[config.mk]
export PLATFORM = sky130hd
export DESIGN_NAME = clk_burst_gate
export DESIGN_NICKNAME = d
export VERILOG_FILES = /design/src/rtl/clk_burst_gate.sv
export SDC_FILE = /design/constraint.sdc
export NUM_CORES = 1
export LEC_CHECK = 0
export BUFFER_PORTS_ARGS = -buffer_cell sky130_fd_sc_hd__clkbuf_2
export CAP_MARGIN = 25
export CORE_MARGIN = 2
export CORE_UTILIZATION = 40
export CTS_BUF_LIST = sky130_fd_sc_hd__clkbuf_8
export CTS_CLUSTER_SIZE = 20
export DETAILED_ROUTE_END_ITERATION = 7
export SYNTH_ARGS = -nofsm -noshare
export SYNTH_HDL_FRONTEND = slang
export SYNTH_SLANG_ARGS = --single-unit
[constraint.sdc]
create_clock -name clk_in -period 2.7 [get_ports clk_in]
set_input_delay 0.405 -clock clk_in [delete_from_list [all_inputs] [get_ports clk_in]]
set_output_delay 0.405 -clock clk_in [all_outputs]
set_load 0.03 [all_outputs]
[src/rtl/clk_burst_gate.sv]
// clk_burst_gate: passes exactly burst_len full periods of a synchronised divided clock
// to clk_gated on command, then pulses done.
module clk_burst_gate #(
    parameter int CNT_W       = 16,
    parameter int SYNC_STAGES = 2
) (
    input  logic             clk_in,
    input  logic             rst_n,
    input  logic             div_clk_in,
    input  logic             start,
    input  logic             abort,
    input  logic [CNT_W-1:0] burst_len,
    output logic             gate_out,
    output logic             clk_gated,
    output logic [CNT_W-1:0] edge_cnt,
    output logic             busy,
    output logic             done
);
    typedef enum logic [1:0] {IDLE, ARM, BURST, DONE} state_t;

    state_t                 state_q, state_d;
    logic [SYNC_STAGES-1:0] sync_q;
    logic                   s_sync, s_prev_q, rise;
    logic [CNT_W-1:0]       len_q, len_d, cnt_q, cnt_d;
    logic                   gate_q, gate_d, clk_gated_q, busy_q, done_q, done_d;

    assign s_sync    = sync_q[SYNC_STAGES-1];
    assign rise      = s_sync & ~s_prev_q;
    assign gate_out  = gate_q;
    assign clk_gated = clk_gated_q;
    assign edge_cnt  = cnt_q;
    assign busy      = busy_q;
    assign done      = done_q;

    always_comb begin
        state_d = state_q;
        len_d   = len_q;
        cnt_d   = cnt_q;
        gate_d  = gate_q;
        done_d  = 1'b0;
        if (abort) begin
            state_d = IDLE;
            gate_d  = 1'b0;
        end else begin
            case (state_q)
                IDLE: if (start) begin
                    cnt_d = '0;
                    if (burst_len != '0) begin
                        len_d   = burst_len;
                        state_d = ARM;
                    end else begin
                        done_d = 1'b1;
                    end
                end
                // only a clean rising edge opens the window, so every pulse is full-length
                ARM: if (rise) begin
                    gate_d  = 1'b1;
                    cnt_d   = CNT_W'(1);
                    state_d = BURST;
                end
                BURST: if (rise) begin
                    if (cnt_q == len_q) begin
                        gate_d  = 1'b0;
                        state_d = DONE;
                    end else begin
                        cnt_d = cnt_q + 1'b1;
                    end
                end
                default: begin
                    done_d  = 1'b1;
                    state_d = IDLE;
                end
            endcase
        end
    end

    always_ff @(posedge clk_in or negedge rst_n) begin
        if (!rst_n) begin
            state_q     <= IDLE;
            sync_q      <= '0;
            s_prev_q    <= 1'b0;
            len_q       <= '0;
            cnt_q       <= '0;
            gate_q      <= 1'b0;
            clk_gated_q <= 1'b0;
            busy_q      <= 1'b0;
            done_q      <= 1'b0;
        end else begin
            sync_q      <= {sync_q[SYNC_STAGES-2:0], div_clk_in};
            s_prev_q    <= s_sync;
            state_q     <= state_d;
            len_q       <= len_d;
            cnt_q       <= cnt_d;
            gate_q      <= gate_d;
            clk_gated_q <= gate_d & s_sync;
            busy_q      <= (state_d == ARM) || (state_d == BURST);
            done_q      <= done_d;
        end
    end
endmodule

* Word-level counts from Yosys, hierarchy flattened
Index checks and enable logic that the tools add are counted.
Cells by class: $add $sub $neg 1, muxes and demuxes 21, bitwise gates (word level) 4, equal/unequal tests 9, reduce and logical (&&, ||, !) cells 7
Operator list (count):
- $mux W16 | 4
- $pmux W16 S3 | 1
- $add A16 B1 Y16 const B | 1
- $eq A16 B16 Y1 | 1
- $reduce_bool A16 Y1 | 1
- $mux W2 | 6
- $ne A2 B2 Y1 const B | 4
- $mux W1 | 7
- $pmux W2 S3 | 1
- $reduce_and A6 Y1 | 1
- $eq A2 B1 Y1 const B | 2
- $eq A2 B2 Y1 const B | 2
- $pmux W1 S2 | 2
- $reduce_and A4 Y1 | 1
- $reduce_bool A3 Y1 | 1
- $and A1 B1 Y1 | 2
- $logic_not A2 Y1 | 1
- $not A1 Y1 | 2
- $reduce_or A2 Y1 | 1
- $logic_or A1 B1 Y1 | 1
Word-level totals: logic and storage cells 51, input bits 21, output and inout bits 20, flip-flop bits (word level) 41

* Longest topological paths before layout
Gate-level depths: netlist (run 1).
depth after elaboration 7, mapped depth 8, gate-level depth less buffers 8

* Worst setup path after synthesis (run 1)
OpenSTA, ideal clock, no wires.
path kind reg-to-reg, start register cnt_q[0], in the netlist edge_cnt[0], end register cnt_q[14], in the netlist edge_cnt[14], data required time 2.560 ns, data arrival time 1.880 ns, path buffers 0, clock period less this slack 2.020 ns, setup slack 0.680 ns, cell stages (with the launch flop) 8, setup time 0.140 ns, path through dfrtp_1 ha_1 and3_1 nand3_1 nor3_1 nand3_1 a221oi_1 o31ai_1
On the way: longest elaborated chain between the ends 4, elaborated cells between the ends (all ways) 7, those cells by class 1 x add/sub; 2 x eq/ne; 3 x mux; 1 x reduce/logical
Ends and longest elaborated chain:
- start, declared | RTL line 24 | logic [CNT_W-1:0] len_q, len_d, cnt_q, cnt_d;
- start signal, assigned | RTL line 93 | cnt_q <= cnt_d;
- $add A16 B1 Y16 | RTL line 66 | cnt_d = cnt_q + 1'b1;
- $mux W16 | RTL line 62 | if (cnt_q == len_q) begin
- $mux W16 | RTL line 61 | BURST: if (rise) begin
- $pmux W16 S3 | RTL line 45 | case (state_q)
Several ways; a longest one is shown, not always the timed one. The select of a mux whose other input is x is not followed. A chain may end at the register's enable or synchronous reset.

* Worst setup path after layout (run 1)
Same ends and word-level chain as after synthesis.

==> results of run 1 <==
## state kept, by name, indices dropped and copies added (netlist names)
| register | count |
|---|---|
| gate_out | 1 |
| done | 1 |
| sync_q | 2 |
| busy | 1 |
| state_q | 2 |
| s_prev_q | 1 |
| edge_cnt | 16 |
| len_q | 16 |
| clk_gated | 1 |
## placed cells by master (no fill, tap or decap), types with 5 or more instances in the layout
cell,n
o21ai_0,23
a22o_1,10
nand2_1,18
clkbuf_8,5
inv_1,6
mux2_2,16
nor4_1,6
clkbuf_2,40
nand2b_1,7
xor2_1,17
dfrtp_1,41
buf_4,6
ha_1,6
and3_1,5
## layer usage
layer	GRT usage	routed length, um	up-vias
met2	0.298	2500	32
met1	0.265	2640	873
met4	0.0466	57	0
met3	0.0396	183	5
met5	0	0	-
li1	-	-	901
## through the flow
stage	setup WS, ns	power (mW)
2_1_floorplan	0.680	1.03
3_3_place_gp	0.544	1.13
3_5_place_dp	0.543	1.14
4_1_cts	0.500	1.75
5_1_grt	0.267	1.82
6_report	0.514	1.73
## power breakdown
group | total [mW] | switching, mW | internal (mW)
Clock | 0.603 | 0.231 | 0.372
Sequential | 0.777 | 0.0750 | 0.702
Combinational | 0.349 | 0.185 | 0.163
## cells by family after synthesis
group,count (synthesis),share of synthesized area
XOR/XNOR,17,0.0652
adder cells (fa/ha/maj),6,0.0329
flip-flops,41,0.449
AO/OA/AOI/OAI,51,0.148
buffers and inverters,12,0.0274
AND/OR/NAND/NOR,74,0.193
multiplexers,17,0.0833
## final cells by class
type	instances	area (um^2)	share of cell area
multi-input combinational	165	1190	0.437
timing repair buffer	47	265	0.0969
clock inverter	3	68.8	0.0251
clock buffer	5	68.8	0.0251
inverter	6	22.5	0.00823
sequential	41	1030	0.375
tap	72	90.1	0.0329
## worst min-delay path by stage
stage,start,endpoint,depth (start not counted)
final,rst_n,edge_cnt[4],1
after global routing,rst_n,edge_cnt[4],1
after CTS,rst_n,edge_cnt[4],1
after detailed placement,sync_q[0],sync_q[1],0
after global placement,sync_q[0],sync_q[1],0
after floorplan,rst_n,busy,0
==> results.cfg, run 1 <==
[status]
status = finished, final reports clean

[routing]
ant_nets = 0
vias_per_cell = 5.34
wl_per_cell_um = 15.9
firstDrtPassIters = 4
drc = 0
wl_mm = 5.38
num_vias = 1811
drt_iter0_drc = 128

[grt]
antenna_found_initial = 0
grt_pass1_vias = 1780
track_usage = 0.189
grt_pass1_wl_mm = 9.09
grt_max_degree = 27
overflow = 0

[sta]
post-route-period-util = 0.810
worst_pin_slew_ns = 0.605
fmax_ghz = 0.457
finalSetupViolations = 0
period_needed_ns = 2.19
slew_viol_final = 0
rsz0062_at_grt = no
skew_ns = 0.00970
fin_hold_ws_ns = 0.0466
hold_violations = 0
relSlewSlack = 0.596
tns_ns = 0

[logic_synthesis]
syn-cell-area_um2 = 2280
synth_fp_nets = 245
synth_commonest_cells = dfrtp_1 (41), o21ai_0 (23), nand2_1 (18), xor2_1 (17), mux2_2 (16)
synthCells = 218
synth_edf_count = 0
ys_warn_count = 0
ys.flop_type = dfrtp_1
yosysTopAreaCell = dfrtp_1
synth_cell_types = 49
seq_area_frac_synth = 0.449
syn_avg_cell_area_um2 = 10.5
yosysTopAreaCellShare = 0.449
ys_ff_latch = 41
synth_area_leaders = dfrtp_1 (45%), mux2_2 (7.9%), xor2_1 (6.5%), o21ai_0 (5.0%), a22o_1 (3.8%)
async_flop_share = 1.00
yosysMostFrequentCell = dfrtp_1

[critical_path]
crit_required_ns = 2.87
worst-path-max-fanout = 7
worst_path_max_delay_cell = dfrtp_1
rr_startpoint = edge_cnt[0]
rr_endpoint = edge_cnt[14]
max_stage_delay_ns = 0.48
path_cells = ha_1, and3_1, nand3_1, nor3_1, nand3_1, a221oi_1, o31ai_1
path_depth = 7
worstRegToRegCells = 7
critPathTopFamily = simple AND/OR/NAND/NOR gates
crit_type = flip-flop to flip-flop
crit_buf_inv = 0
arrival_ns = 2.36
reg2reg_setup_slack_ns = 0.51
cp-startpoint = edge_cnt[0]
cp-start-kind = flip-flop
crit_end = edge_cnt[14]
crit_top_cell = nand3_1
crit_path_end_kind = flip-flop

[floorplanning]
start_util = 0.415
die_y_um = 79.6
die-area_um2 = 6330
placementRows = 27
ios = 41
floorplan.core_area_um2 = 5510
die_w_um = 79.6

[power_and_ir_drop]
power.leakage_nw = 1.27
ir_worst_vdd_v = 0.000304
power_density_nw_per_um2 = 632

[cts]
numCtsBuffers = 5
htree_num_levels = 2
clk-insertion-delay-late_ns = 0.30
clk_pin_slew_ns = 0.09
cts_root_buf = clkbuf_8
cts_tree = done
cts.path.max_buffers = 2
hold_buffers = 0
cts_resized = 0
cts.sinks = 41
postCtsSetupRepairBufs = 0

[place]
dp_cells = 331
placedInstanceArea_um2 = 2600
port_buffers = 40
dp_hpwl_mm = 4.13
gpl.final_weighted_congestion = 0.807

[final_layout]
syn2layout_area_growth_pct = 19.8
final_core_util = 0.497
nets = 293
fin_area_um2 = 2740
n_antenna_cell = 0
nFillCells = 518
fin_cells = 339
drive_gt1_frac = 0.315

[run]
max-cap-violations = 0

[worst_hold_path]
hold_class = input port to async pin
No activity file was read; power rests on OpenSTA's default activity.
==> inputs of run 2 (changes only) <==
- clock period: 2.7 -> 1.9 ns (I/O delays scaled with it)
==> run 2 against run 1 <==
Die area unchanged. Sequential power up 42%. Non-clock buffer count up 30. Clock power up 4.3%. Clock skew down 0.0048 ns. Critical path depth up 1. Fmax up 18%. Register-to-register slack worse by 0.46 ns. Routed wire length up 13%. Largest power group unchanged.
==> results.cfg, run 2 (synthesized netlist as in run 1, its figures left out) <==
[critical_path]
crit_type = flip-flop to flip-flop
rr_endpoint = edge_cnt[14]
reg2reg_setup_slack_ns = 0.05
crit_required_ns = 2.09
arrival_ns = 2.04
worst-path-max-fanout = 4
worstRegToRegCells = 8
crit_path_end_kind = flip-flop
rr_startpoint = edge_cnt[0]
cp-start-kind = flip-flop

[sta]
relSlewSlack = 0.652
rsz0062_at_grt = yes
fin_ws_ns = 0.0494
period_needed_ns = 1.85
hold_violations = 0
slew_viol_final = 0
post-route-period-util = 0.974
skew_ns = 0.00493
worst_pin_slew_ns = 0.523
finalSetupViolations = 0
fmax_ghz = 0.540
tns_ns = 0

[worst_hold_path]
hp-start = div_clk_in
whs_endpoint = sync_q[0]
worstHoldPathCells = 1
hold_class = input port to flip-flop

[grt]
grt_max_degree = 19
track_usage = 0.200
grt_pass1_vias = 1846
grt_pass1_wl_mm = 9.58
antenna_found_initial = 0
overflow = 0

[floorplanning]
start_util = 0.415
ios = 41
die_w_um = 79.6
floorplan.core_area_um2 = 5510
die_y_um = 79.6
placementRows = 27
die-area_um2 = 6330

[place]
dp_hpwl_mm = 4.55
port_buffers = 40
gpl.final_weighted_congestion = 0.863
dpl_worst_slack_ns = -0.0479

[run]
max-cap-violations = 0

[final_layout]
syn2layout_area_growth_pct = 32.4
nFillCells = 502
drive_gt1_frac = 0.444
n_antenna_cell = 0
final_cell_mix = clkbuf_2 (40), dfrtp_1 (33), buf_4 (33), nand2_1 (18), xor2_1 (17)
nets = 323
ff_latch_area_um2 = 1040
layout_commonest_cell = clkbuf_2
multi_input_area_um2 = 1270

[cts]
cts.path.max_buffers = 2
numCtsBuffers = 5
htree_num_levels = 2
cts_root_buf = clkbuf_8
cts_tree = done
clk_pin_slew_ns = 0.09
clk-insertion-delay-late_ns = 0.31
cts.sinks = 41

[routing]
drc = 0
ant_nets = 0
firstDrtPassIters = 4
num_vias = 1973
wl_mm = 6.08
wl_per_cell_um = 16.5
vias_per_cell = 5.35
drt_iter0_drc = 250

[power_and_ir_drop]
power.leakage_nw = 1.39
total_power_mw = 2.30
ir_worst_vdd_v = 0.000470
power_density_nw_per_um2 = 760

[status]
status = finished, final reports clean
-- run 2: cell count changes in the layout (fill, tap and decap cells not counted), sizes merged --
| cell | change |
|---|---|
| clkinvlp | +1 |
| inv | +1 |
| dlygate4sd3 | +1 |
| bufinv | -2 |
| buf | +29 |
-- run 2: what timing repair did --
| item | CTS | global route |
|---|---|---|
| pin swaps | 1 | 8 |
| setup buffers | 0 | 2 |
| setup endpoints to repair | 7 | 19 |
| gates resized for setup | 2 | 23 |
| endpoints found under the hold margin | 16 | 0 |
| hold buffers | 1 | 0 |
-- run 2: final cells by class --
| cell class | count | share of cell area |
|---|---|---|
| clock buffers | 5 | 0.0228 |
| well taps | 72 | 0.0298 |
| repair buffers | 77 | 0.168 |
| multi-input cells | 165 | 0.421 |
| flip-flops and latches | 41 | 0.343 |
| inverters | 6 | 0.00745 |
| clock inverters | 3 | 0.00827 |
-- run 2: critical path, cell delays in order (launching register included) --
cell	delay, ns
dfrtp_2	0.44
ha_4	0.15
and3_4	0.19
nand3_2	0.09
nor3_2	0.19
buf_4	0.15
nand3_2	0.11
a221oi_2	0.29
o31ai_2	0.11
-- run 2: worst max-delay path by stage --
stage	slack, ns	from	to	cells past startpoint
finish	0.05	edge_cnt[0]	edge_cnt[14]	8
floorplan	-0.001	edge_cnt[0]	edge_cnt[14]	7
CTS	-0.01	edge_cnt[2]	edge_cnt[9]	6
global route	-0.04	len_q[12]	edge_cnt[13]	7
detailed placement	-0.05	edge_cnt[0]	edge_cnt[14]	8
global placement	-0.06	edge_cnt[2]	edge_cnt[0]	6
-- run 2: report_power, final --
group          total [mW]  switching [mW]  internal, mW
registers            1.10           0.102          1.00
clock network       0.629           0.361         0.268
logic               0.569           0.293         0.276
-- run 2: per-stage QoR --
stage	cells	instance area, um^2	hold slack (ns)	util
after detailed placement	358	2820	0.286	0.512
after floorplan	218	2290	-0.0106	-
after global placement	358	2820	0.280	0.512
after CTS	367	2940	0.0685	0.533
after global routing	369	3020	0.0626	0.549
final	369	3020	0.0776	0.549
-- run 2: layer usage --
| metal | track usage | share of wire | routed length [um] | up-vias |
|---|---|---|---|---|
| met1 | 0.297 | 0.47 | 2890 | 964 |
| met2 | 0.288 | 0.46 | 2820 | 46 |
| met5 | 0 | 0 | 0 | - |
| met4 | 0.0655 | 0.019 | 116 | 0 |
| met3 | 0.0441 | 0.042 | 253 | 10 |
| li1 | - | - | - | 953 |
==> inputs of run 3 (changes only) <==
==> constraint.sdc (replaced) <==
create_clock -name clk_in -period 1.9 [get_ports clk_in]
set_input_delay 0.38 -clock clk_in [delete_from_list [all_inputs] [get_ports clk_in]]
set_output_delay 0.38 -clock clk_in [all_outputs]
set_load 0.03 [all_outputs]
==> run 3 against run 2 <==
Via count is essentially flat. Clock skew up 0.0015 ns. Die area unchanged. Sequential power hardly changed. Non-clock buffer count decreased by 2. Core utilization fell by 0.57 points. Combinational power is 0.7% lower. Cell count is 0.27% lower. Register-to-register slack hardly changed.
==> results.cfg, run 3 (synthesized netlist as in run 1, its figures left out) <==
[status]
status = finished, final reports clean

[power_and_ir_drop]
power_frac_comb = 0.252
p_sw_frac = 0.320
power.leakage_nw = 1.39
switching_power_uw = 717
ir_worst_vdd_v = 0.000480
pwr-share-seq = 0.490
p_clk_frac = 0.257
intPower_mw = 1.52
power_density_nw_per_um2 = 748

[routing]
wl_mm = 5.94
drc = 0
ant_nets = 0
wl_per_cell_um = 16.1
vias_per_cell = 5.36
firstDrtPassIters = 4
drt_iter0_drc = 113
num_vias = 1974

[grt]
grt_max_degree = 42
grt_pass1_wl_mm = 9.54
antenna_found_initial = 0
overflow = 0
track_usage = 0.198
grt_pass1_vias = 1839

[cts]
htree_num_levels = 2
cts.path.max_buffers = 2
clk-insertion-delay-late_ns = 0.30
clk_pin_slew_ns = 0.08
numCtsBuffers = 5
cts_tree = done
cts_root_buf = clkbuf_8
cts.sinks = 41

[sta]
fin_ws_ns = 0.0574
post-route-period-util = 0.970
finalSetupViolations = 0
relSlewSlack = 0.632
rsz0062_at_grt = yes
fmax_ghz = 0.543
hold_violations = 0
period_needed_ns = 1.84
slew_viol_final = 0
fin_hold_ws_ns = 0.138
skew_ns = 0.00646
worst_pin_slew_ns = 0.549

[floorplanning]
floorplan.core_area_um2 = 5510
die_w_um = 79.6
start_util = 0.415
die-area_um2 = 6330
placementRows = 27
ios = 41
die_y_um = 79.6

[place]
port_buffers = 40
dp_hpwl_mm = 4.33
placedInstanceArea_um2 = 2770
dpl_worst_slack_ns = -0.0967
gpl.final_weighted_congestion = 0.839

[final_layout]
final_cell_mix = clkbuf_2 (40), dfrtp_1 (33), buf_4 (31), o21ai_0 (20), nand2_1 (18)
n_antenna_cell = 0
layout_commonest_cell = clkbuf_2
fin_area_um2 = 2990
final_core_util = 0.544
nets = 322
syn2layout_area_growth_pct = 31.1
nFillCells = 496
drive_gt1_frac = 0.446

[critical_path]
crit_top_cell = xor2_1
worst_path_max_delay_cell = dfrtp_1
crit_path_end_kind = flip-flop
crit_required_ns = 2.12
crit_type = flip-flop to flip-flop
max_stage_delay_ns = 0.44
worst-path-max-fanout = 6
path_cells = xor2_1, nor4_1, nand4_2, buf_6, o211a_4, xor2_1, nor3_2
cp-start-kind = flip-flop
arrival_ns = 2.07

[worst_hold_path]
hold_class = input port to async pin

[run]
max-cap-violations = 0
==> run 3: worst paths after layout <==
| kind | start | endpoint | slack (ns) | cells past startpoint |
|---|---|---|---|---|
| worst min register to register | sync_q[0] | sync_q[1] | 0.36 | 0 |
| worst max-delay path | edge_cnt[5] | busy | 0.06 | 7 |
| worst min-delay path | rst_n | sync_q[0] | 0.14 | 2 |
| max in group asynchronous | rst_n | edge_cnt[3] | 1.37 | 2 |
| worst max register to register | edge_cnt[5] | busy | 0.06 | 7 |
| min in group clk_in | div_clk_in | sync_q[0] | 0.18 | 1 |
==> run 3: layer usage <==
layer / global-route usage / share of wire
met1: 0.298 / 0.48
met2: 0.282 / 0.46
met3: 0.0407 / 0.039
met4: 0.0621 / 0.013
met5: 0 / 0
==> run 3: per-stage QoR <==
stage | total power [mW] | std cells | setup TNS [ns]
after CTS | 2.23 | 362 | 0
after global placement | 1.63 | 353 | -1.05
final | 2.24 | 368 | 0
after floorplan | 1.46 | 218 | -0.00135
after detailed placement | 1.64 | 353 | -0.772
after global routing | 2.36 | 368 | -0.0607
==> run 3: power groups by stage <==
stage	combinational (mW)	clock, mW	sequential (mW)
floorplan	0.342	0	1.12
global placement	0.514	0	1.11
detailed placement	0.521	0	1.12
CTS	0.538	0.588	1.10
global route	0.619	0.632	1.11
finish	0.565	0.576	1.10
==> run 3: what timing repair did <==
action | 4_1_cts | 5_1_grt
pin swaps | 1 | 8
hold buffers | 0 | 0
gates resized for setup | 3 | 20
endpoints found under the setup margin | 17 | 19
buffers inserted | 1 | 5
gates cloned | 0 | 1
hold endpoints to repair | 0 | 0
==> run 3: worst max-delay path: cells and delay by family (launching register included) <==
family | cells | cell delay [ns]
xor+xnor | 2 | 0.35
compound gates | 1 | 0.24
simple gates | 3 | 0.56
buf+inv | 1 | 0.17
flops | 1 | 0.44
==> run 3: cell type report <==
cell class	instances	area [um^2]	share of cell area
Clock buffer	5	68.8	0.0230
Inverter	6	22.5	0.00753
Clock inverter	3	17.5	0.00585
Sequential cell	41	1040	0.346
Tap cell	72	90.1	0.0301
Multi-Input combinational cell	166	1270	0.425
Timing Repair Buffer	75	487	0.163
